## src/rtl/control_fsm_pkg.sv

```systemverilog
// control_fsm_pkg: opcodes, state encoding, ALU and immediate-extension codes for the control unit
package control_fsm_pkg;
  localparam logic [5:0] OP_RTYPE = 6'b100000;
  localparam logic [5:0] OP_LI    = 6'b111000;
  localparam logic [5:0] OP_LUI   = 6'b111001;
  localparam logic [5:0] OP_ADDI  = 6'b110000;
  localparam logic [5:0] OP_NANDI = 6'b110010;
  localparam logic [5:0] OP_ORI   = 6'b110011;
  localparam logic [5:0] OP_B     = 6'b111111;
  localparam logic [5:0] OP_BEQ   = 6'b000000;
  localparam logic [5:0] OP_BNE   = 6'b000001;
  localparam logic [5:0] OP_LW    = 6'b001111;
  localparam logic [5:0] OP_LB    = 6'b000011;
  localparam logic [5:0] OP_SW    = 6'b011111;
  localparam logic [5:0] OP_SB    = 6'b000111;
  typedef enum logic [3:0] {
    IDLE, FETCH, DECODE, EXEC_R, EXEC_I, EXEC_CMP, MEM_ADDR,
    MEM_RD, MEM_WR, WB_ALU, WB_MEM, BRANCH, SKIP
  } state_t;
  localparam logic [3:0] ALU_ADD  = 4'b0000;
  localparam logic [3:0] ALU_SUB  = 4'b0001;
  localparam logic [3:0] ALU_OR   = 4'b0011;
  localparam logic [3:0] ALU_NAND = 4'b0101;
  localparam logic [1:0] IMM_SEXT = 2'b00;
  localparam logic [1:0] IMM_ZEXT = 2'b01;
  localparam logic [1:0] IMM_HI16 = 2'b10;
  localparam logic [1:0] IMM_BR   = 2'b11;
endpackage

```

## src/rtl/control_fsm_opcode_class.sv

```systemverilog
// opcode_class: combinational opcode classifier
//   opcode in; rtype/ialu/branch_u/branch_c/load/store/illegal out (exactly one set)
module opcode_class
  import control_fsm_pkg::*;
(
  input  logic [5:0] opcode,
  output logic       rtype,
  output logic       ialu,
  output logic       branch_u,
  output logic       branch_c,
  output logic       load,
  output logic       store,
  output logic       illegal
);
  assign rtype    = opcode == OP_RTYPE;
  assign ialu     = opcode inside {OP_LI, OP_LUI, OP_ADDI, OP_NANDI, OP_ORI};
  assign branch_u = opcode == OP_B;
  assign branch_c = opcode inside {OP_BEQ, OP_BNE};
  assign load     = opcode inside {OP_LW, OP_LB};
  assign store    = opcode inside {OP_SW, OP_SB};
  assign illegal  = !(rtype || ialu || branch_u || branch_c || load || store);
endmodule

```

## src/rtl/control_fsm.sv

```systemverilog
// control_fsm: multicycle control unit sequencing fetch/decode/execute/memory/write-back
//   Clk, Reset (async, active-high); Instr, Zero in
//   IR_LdEn, PC_Sel, PC_LdEn, RF_WrEn, RF_WrData_sel, RF_B_sel, ALU_Bin_sel,
//   ALU_func, ImmExt, MEM_WrEn, ByteOp, Illegal out (all registered)
module control_fsm
  import control_fsm_pkg::*;
#(
  parameter int INSTR_W = 32,
  parameter int FUNC_W  = 4
) (
  input  logic               Clk,
  input  logic               Reset,
  input  logic [INSTR_W-1:0] Instr,
  input  logic               Zero,
  output logic               IR_LdEn,
  output logic               PC_Sel,
  output logic               PC_LdEn,
  output logic               RF_WrEn,
  output logic               RF_WrData_sel,
  output logic               RF_B_sel,
  output logic               ALU_Bin_sel,
  output logic [FUNC_W-1:0]  ALU_func,
  output logic [1:0]         ImmExt,
  output logic               MEM_WrEn,
  output logic               ByteOp,
  output logic               Illegal
);
  state_t state, nxt;
  logic [5:0] opcode_q, op;
  logic [FUNC_W-1:0] func_q, fn;
  logic rtype, ialu, branch_u, branch_c, load, store, illegal;
  logic act, term;
  logic unused_bits;
  // While leaving FETCH the live word decides the DECODE-cycle outputs; afterwards only the captured copy counts
  assign op = state == FETCH ? Instr[INSTR_W-1 -: 6] : opcode_q;
  assign fn = state == FETCH ? Instr[FUNC_W-1:0] : func_q;
  assign unused_bits = ^Instr[INSTR_W-7:FUNC_W];
  opcode_class u_class (
    .opcode(op), .rtype(rtype), .ialu(ialu), .branch_u(branch_u),
    .branch_c(branch_c), .load(load), .store(store), .illegal(illegal)
  );
  always_comb begin
    nxt = FETCH;
    case (state)
      FETCH:    nxt = DECODE;
      DECODE:   nxt = rtype ? EXEC_R : ialu ? EXEC_I : branch_u ? BRANCH :
                      branch_c ? EXEC_CMP : illegal ? SKIP : MEM_ADDR;
      EXEC_R:   nxt = WB_ALU;
      EXEC_I:   nxt = WB_ALU;
      EXEC_CMP: nxt = BRANCH;
      MEM_ADDR: nxt = load ? MEM_RD : MEM_WR;
      MEM_RD:   nxt = WB_MEM;
      default:  nxt = FETCH;
    endcase
  end
  // Datapath selects are held for every cycle of an instruction after FETCH
  assign act  = nxt != FETCH;
  assign term = nxt inside {WB_ALU, WB_MEM, MEM_WR, BRANCH, SKIP};
  always_ff @(posedge Clk or posedge Reset)
    if (Reset) begin
      state         <= IDLE;
      opcode_q      <= '0;
      func_q        <= '0;
      IR_LdEn       <= 1'b0;
      PC_Sel        <= 1'b0;
      PC_LdEn       <= 1'b0;
      RF_WrEn       <= 1'b0;
      RF_WrData_sel <= 1'b0;
      RF_B_sel      <= 1'b0;
      ALU_Bin_sel   <= 1'b0;
      ALU_func      <= '0;
      ImmExt        <= '0;
      MEM_WrEn      <= 1'b0;
      ByteOp        <= 1'b0;
      Illegal       <= 1'b0;
    end else begin
      state <= nxt;
      if (state == FETCH) begin
        opcode_q <= op;
        func_q   <= fn;
      end
      IR_LdEn       <= nxt == FETCH;
      // Zero is only consulted on the edge out of EXEC_CMP, so it is frozen for the BRANCH cycle
      PC_Sel        <= nxt == BRANCH && (branch_u || (op == OP_BEQ ? Zero : !Zero));
      PC_LdEn       <= term;
      RF_WrEn       <= nxt inside {WB_ALU, WB_MEM};
      RF_WrData_sel <= act && load;
      RF_B_sel      <= act && (store || branch_c);
      ALU_Bin_sel   <= act && (ialu || load || store);
      ALU_func      <= !act ? '0 : rtype ? fn :
                       FUNC_W'(op == OP_NANDI ? ALU_NAND : op == OP_ORI ? ALU_OR :
                               branch_c ? ALU_SUB : ALU_ADD);
      ImmExt        <= !act ? IMM_SEXT : op inside {OP_NANDI, OP_ORI} ? IMM_ZEXT :
                       op == OP_LUI ? IMM_HI16 : (branch_u || branch_c) ? IMM_BR : IMM_SEXT;
      MEM_WrEn      <= nxt == MEM_WR;
      ByteOp        <= act && op inside {OP_LB, OP_SB};
      Illegal       <= nxt == SKIP;
    end
endmodule

```

## config.mk

```make
export PLATFORM = sky130hd
export DESIGN_NAME = control_fsm
export DESIGN_NICKNAME = d
export VERILOG_FILES = /design/src/rtl/control_fsm_pkg.sv /design/src/rtl/control_fsm_opcode_class.sv /design/src/rtl/control_fsm.sv
export SDC_FILE = /design/constraint.sdc
export NUM_CORES = 1
export LEC_CHECK = 0
export CORE_UTILIZATION = 24
export DETAILED_ROUTE_END_ITERATION = 7
export PLACE_DENSITY = 0.46
export RECOVER_POWER = 25
export SYNTH_ARGS = -nofsm -noshare
export SYNTH_HDL_FRONTEND = slang
export SYNTH_SLANG_ARGS = --single-unit
```

## constraint.sdc

```tcl
create_clock -name Clk -period 3.85 [get_ports Clk]
set_clock_uncertainty 0.05 [all_clocks]
set_input_delay 0.77 -clock Clk [delete_from_list [all_inputs] [get_ports Clk]]
set_output_delay 0.77 -clock Clk [all_outputs]
set_load 0.005 [all_outputs]
```

==> Yosys cells after proc, flatten, opt, wreduce, memory -nomap -nowiden <==
Cells that the tools add are included.
{ "word_totals": {"reg_bits": 30, "in_bits": 35, "wordCells": 86, "out_inout_bits": 16} }
{ "op_classes": {"eq_ne": 26, "mux": 19, "reduce_logical": 26} }
{ "ops": {"columns": ["operator", "count"], "rows": [
  ["$eq 6x6->1 const B", 7],
  ["$mux 4", 9],
  ["$pmux 4 s6", 1],
  ["$eq 4x4->1 const B", 5],
  ["$eq 4x3->1 const B", 4],
  ["$reduce_bool 2->1", 6],
  ["$logic_or 1x1->1", 10],
  ["$mux 2", 5],
  ["$reduce_bool 5->1", 2],
  ["$eq 4x1->1 const B", 2],
  ["$eq 4x2->1 const B", 2],
  ["$eq 6x1->1 const B", 1],
  ["$eq 6x2->1 const B", 1],
  ["$eq 6x3->1 const B", 1],
  ["$eq 6x4->1 const B", 1],
  ["$eq 6x5->1 const B", 1],
  ["$logic_not 6->1", 1],
  ["$mux 6", 1],
  ["$logic_and 1x1->1", 5],
  ["$ne 4x1->1 const B", 1],
  ["$mux 3", 1],
  ["$mux 1", 2],
  ["$reduce_or 2->1", 1],
  ["$logic_not 1->1", 1]
]} }

==> Logic depth before layout (Yosys ltp) <==
{ "logic_depth": {"depth_word": 17, "mapped_depth": 9, "mapped_depth_nobuf": 7} }

==> By module <==
A second synthesis with hierarchy kept.
{ "unflattened": {"cells_unflattened": 165, "hier_area_um2": 1672.9} }
{ "by_module_without_submodules": {"columns": ["mod", "instances", "area_per_inst_um2", "cells_each", "seq_area_each_um2"], "rows": [
  ["control_fsm", 1, 1502.7, 136, 750.7],
  ["opcode_class", 1, 170.2, 29, 0.0]
]} }

==> Least setup slack after synthesis <==
No wires, ideal clock.
{ "synth_timing": {"path_type": "in2reg", "start": "input Instr[26]", "end": "register PC_Sel", "t_arrival_ps": 2237, "slack_ps": 1437, "stages": 8, "setup_ps": 127, "required_time_ps": 3673, "n_path_buf": 1, "cell_sequence": "buf_2 -> or4bb_1 -> nand2_1 -> o211ai_1 -> a32oi_1 -> nand2_1 -> a31oi_4 -> nor4_2"} }
{ "synth_via": {"elab_chain_len": 16, "elab_cells_between_ends": 34, "cone_classes": "13 x eq/ne; 9 x mux; 12 x reduce/logical"} }
{ "synth_rtl": {"columns": ["item", "line_no", "rtl"], "rows": [
  ["start: declaration", "control_fsm.sv:13", "input logic [INSTR_W-1:0] Instr,"],
  ["$mux 6 (*)", "control_fsm.sv:35", "assign op = state == FETCH ? Instr[INSTR_W-1 -: 6] : opcode_q;"],
  ["$eq 6x6->1", "control_fsm_opcode_class.sv:16", "assign ialu = opcode inside {OP_LI, OP_LUI, OP_ADDI, OP_NANDI, OP_ORI};"],
  ["$reduce_bool 5->1", "control_fsm_opcode_class.sv:16", null],
  ["$logic_or 1x1->1 (5 in a row)", "control_fsm_opcode_class.sv:21", "assign illegal = !(rtype || ialu || branch_u || branch_c || load || store);"],
  ["$mux 4 (2 in a row)", "control_fsm.sv:47", "branch_c ? EXEC_CMP : illegal ? SKIP : MEM_ADDR;"],
  ["$mux 4 (3 in a row)", "control_fsm.sv:46", "DECODE: nxt = rtype ? EXEC_R : ialu ? EXEC_I : branch_u ? BRANCH :"],
  ["$pmux 4 s6", "control_fsm.sv:44", "case (state)"],
  ["$eq 4x4->1", "control_fsm.sv:84", "PC_Sel <= nxt == BRANCH && (branch_u || (op == OP_BEQ ? Zero : !Zero));"],
  ["$logic_and 1x1->1 (*)", "control_fsm.sv:84", null],
  ["end signal: assignment", "control_fsm.sv:84", null],
  ["end: declaration", "control_fsm.sv:16", "output logic PC_Sel,"]
]} }
Every way passes the cells marked *; elsewhere a longest branch is shown, timed or not.
A chain may end at the register's enable or synchronous reset.

==> Final worst setup path <==
{ "layout_timing": {"start": "register state[2]", "end": "register RF_WrEn"} }
{ "layout_via": {"elab_chain_len": 17, "elab_cells_between_ends": 41, "cone_classes": "21 x eq/ne; 8 x mux; 12 x reduce/logical"} }
{ "layout_rtl": {"columns": ["item", "line_no", "rtl"], "rows": [
  ["start: declaration", "control_fsm.sv:28", "state_t state, nxt;"],
  ["start signal: assignment", "control_fsm.sv:77", "state <= nxt;"],
  ["$eq 4x1->1", "control_fsm.sv:35, control_fsm.sv:44", null],
  ["$mux 6", "control_fsm.sv:35", null],
  ["$eq 6x6->1", "control_fsm_opcode_class.sv:16", null],
  ["$reduce_bool 5->1", "control_fsm_opcode_class.sv:16", null],
  ["$logic_or 1x1->1 (5 in a row)", "control_fsm_opcode_class.sv:21", null],
  ["$mux 4 (2 in a row)", "control_fsm.sv:47", null],
  ["$mux 4 (3 in a row)", "control_fsm.sv:46", null],
  ["$pmux 4 s6 (*)", "control_fsm.sv:44", null],
  ["$eq 4x4->1", "control_fsm.sv:86", "RF_WrEn <= nxt inside {WB_ALU, WB_MEM};"],
  ["$reduce_bool 2->1 (*)", "control_fsm.sv:86", null],
  ["end signal: assignment", "control_fsm.sv:86", null],
  ["end: declaration", "control_fsm.sv:18", "output logic RF_WrEn,"]
]} }
Marks and branches as above.

==> metrics.csv <==
stage,metric,value,unit
finish,register_area,750.7,sq um
logic_synthesis,synth-seq-cells,30,
logic_synthesis,synth_top_area_cell,dfrtp_1,
clock_network,h-tree-depth,2,
logic_synthesis,synth_cells,219,
logic_synthesis,postSynthAreaPerCell,8.564,sq um
timing,worst_slew_pin_slew,0.9434,ns
job,cap_viol_max_count,0,
drt,detail_route.wl_per_cell,13.74,microns
clock_network,cts.clk_slew.worst_paths,0.06,ns
logic_synthesis,ys.flop_type,dfrtp_1,
logic_synthesis,yosysMostFrequentCell,nand2_1,
power,p_comb_share,51.5,%
clock_network,ctsResizeCount,0,
clock_network,clock_path_buffers,2,
power,power_frac_seq,33.6,%
clock_network,cts_inserted_buffers,5,
logic_synthesis,netlist_area,1876,sq um
power,peakVddDrop,0.2238,mV
floorplanning,start_util,25.32,%
global_routing,grt_pass1_wl,7990,microns
timing,fin_crit_sh,74.74,%
logic_synthesis,synthDistinctLibCells,55,
logic_synthesis,synth_edf_count,0,
clock_network,cts_setup_buffers,0,
finish,fillers,763,
worst_setup_path,worst_setup_path_end_kind,flop,
drt,antenna_left,0,
floorplanning,boundaryPins,51,
global_routing,grt_pass1_vias,1585,
timing,setup_viol,0,
global_routing,grt_overflow,0,
floorplanning,fp.dieW,90.40,microns
floorplanning,die_h,90.40,microns
placed_design,placement.io_buffers,28,
power,clock_power_share,14.8,%
floorplanning,core_area,7408,sq um
drt,drt-total-wl,4699,microns
timing,timing.setup.tns,0,ns
worst_setup_path,cp_max_fo,21,
logic_synthesis,yosys-top-cells-area,"dfrtp_1, nand2_1, nor2_1",
timing,finalHoldViolCount,0,
global_routing,grt_max_degree,26,
clock_network,cts_tree,yes,
run_status,outcome,"finished, final reports clean",
logic_synthesis,synth_top_area_share,40.03,%
finish,layout-area-overhead-vs-synth,23.48,%
logic_synthesis,synth_commonest_cells,"nand2_1, dfrtp_1, nor2_1",
global_routing,grt_use_total,12.21,%
worst_setup_path,crit_arrival,2.99,ns
clock_network,cts.sinks,30,
worst_setup_path,start_kind,flop,
timing,fin_hold_ws,0.4120,ns
timing,maxSlewViolCount,0,
power,p_int,943.2,uW
worst_setup_path,required,3.96,ns
worst_setup_path,worstSetupPathType,reg2reg,
drt,drt_iter0_drc,260,
floorplanning,dieArea,8172,sq um
finish,nets,277,
clock_network,clockRootBuffer,clkbuf_8,
finish,multiInputGateArea,979.7,sq um
hold_path,min_path_type,reg2reg,
timing,slew_headroom,37.11,%
power,p_sw,778.2,uW
timing,rsz0062_at_grt,no,
drt,via_count,1662,
power,p_leak,0.0009542,uW
finish,drive_gt1_share,11.52,%
power,p_sw_share,45.21,%
power,powerDensity,743.3,nW/um^2
drt,route.detailed.drc,0,
clock_network,clk_latency,0.28,ns
drt,firstDrtPassIters,4,
clock_network,cts_hold_buf,0,
timing,period_needed,2.878,ns
placed_design,place_congestion,0.8560,
timing,max_freq,347.5,MHz
drt,via_per_inst,4.860,
logic_synthesis,async_flop_share,100.0,%
placed_design,dp_hpwl,3355,microns
floorplanning,rows,31,
logic_synthesis,ys_seq_area_share,40.03,%
logic_synthesis,ys_warn_count,0,
global_routing,grt_antenna_before_repair,0,
logic_synthesis,syn-num-nets,254,
finish,n_antenna_cell,0,
routing by layer:
layer	global-route usage [%]	up-vias	part of all wire [%]
li1	-	818	-
met1	17.57	787	50
met2	17.56	50	45
met3	2.273	7	3.7
met4	5.511	0	1.8
met5	0	-	0
cell usage in the layout (no fill, tap or decap), types with 2 or more instances in the layout:
cell type        netlist  layout
o21ai_0                4       4
o32ai_1                2       2
clkbuf_8               0       6
buf_4                  1       6
xor2_1                 2       2
dfrtp_1               30      30
clkdlybuf4s50_1        0      27
mux2i_1                2       2
nor3_1                10      10
a31oi_1                4       4
nand3b_1               2       2
nor2_1                17      17
nand2b_1               5       5
xnor2_1                2       2
a21o_1                 2       2
nor4_1                 4       4
o2111ai_1              2       2
o211ai_1               2       2
a2111oi_0              2       2
nand3_1               12      12
a21oi_1                7       7
nor3_2                 3       3
o221ai_1               2       2
a21oi_2                3       3
inv_1                 12      12
nand2_1               36      36
nor2b_1                7       7
per-stage QoR:
| stage | setup WS [ns] | power (uW) | area, sq um | std cells | util (%) |
|---|---|---|---|---|---|
| detailed placement | 0.6650 | 1480 | 2228 | 334 | 30.08 |
| finish | 0.9725 | 1721 | 2316 | 342 | 31.26 |
| global placement | 0.6672 | 1479 | 2228 | 334 | 30.08 |
| CTS | 0.9640 | 1743 | 2320 | 342 | 31.31 |
| global route | 0.7671 | 1872 | 2316 | 342 | 31.26 |
| floorplan | 1.437 | 1243 | 1876 | 219 | - |
power groups by stage:
stage / Combinational, uW / Clock (uW) / Sequential [uW]
5_1_grt: 993 / 281 / 598
2_1_floorplan: 759 / 0 / 484
4_1_cts: 901 / 264 / 577
6_report: 887 / 255 / 579
3_5_place_dp: 899 / 0 / 581
3_3_place_gp: 896 / 0 / 583
final cells by class:
cell class / count / share of cell area [%]
multi-input cells: 159 / 42.30
inverters: 12 / 1.945
well taps: 99 / 5.348
clock buffers: 7 / 3.728
repair buffers: 34 / 14.05
clock inverters: 1 / 0.2161
flip-flops and latches: 30 / 32.41
registers in the layout, indices dropped and copies added, names as in the netlist, 2 cells and up:
| signal | count |
|---|---|
| opcode_q | 6 |
| func_q | 4 |
| ImmExt | 2 |
| ALU_func | 4 |
| state | 4 |
critical path, cell delays in order (launching register included):
cell and delay, ns:
dfrtp_1 0.48, or4b_1 0.79, nand3_2 0.22, a2111oi_0 0.58, nor3_1 0.13, a21oi_2 0.24, xor2_1 0.21, nor3_2 0.05
logic make-up (layout without fill, tap and decap cells):
logic type	count (synthesis)	count (layout)	share of synthesized area, %
mux	3	3	2.268
flops	30	30	40.03
xor+xnor	4	4	1.868
buf+inv	30	54	7.538
simple gates	111	111	31.82
compound gates	41	41	16.48
worst paths after layout:
kind | cells past startpoint | endpoint | start | slack, ns
hold / removal | 2 | func_q[3] | func_q[3] | 0.41
max in group asynchronous | 3 | state[3] | Reset | 2.07
setup reg to reg | 7 | RF_WrEn | state[2] | 0.97
min in group asynchronous | 2 | ALU_Bin_sel | Reset | 1.04
hold reg to reg | 2 | func_q[3] | func_q[3] | 0.41
setup / recovery | 7 | RF_WrEn | state[2] | 0.97
Note: power is estimated with default switching activity, not from simulation.
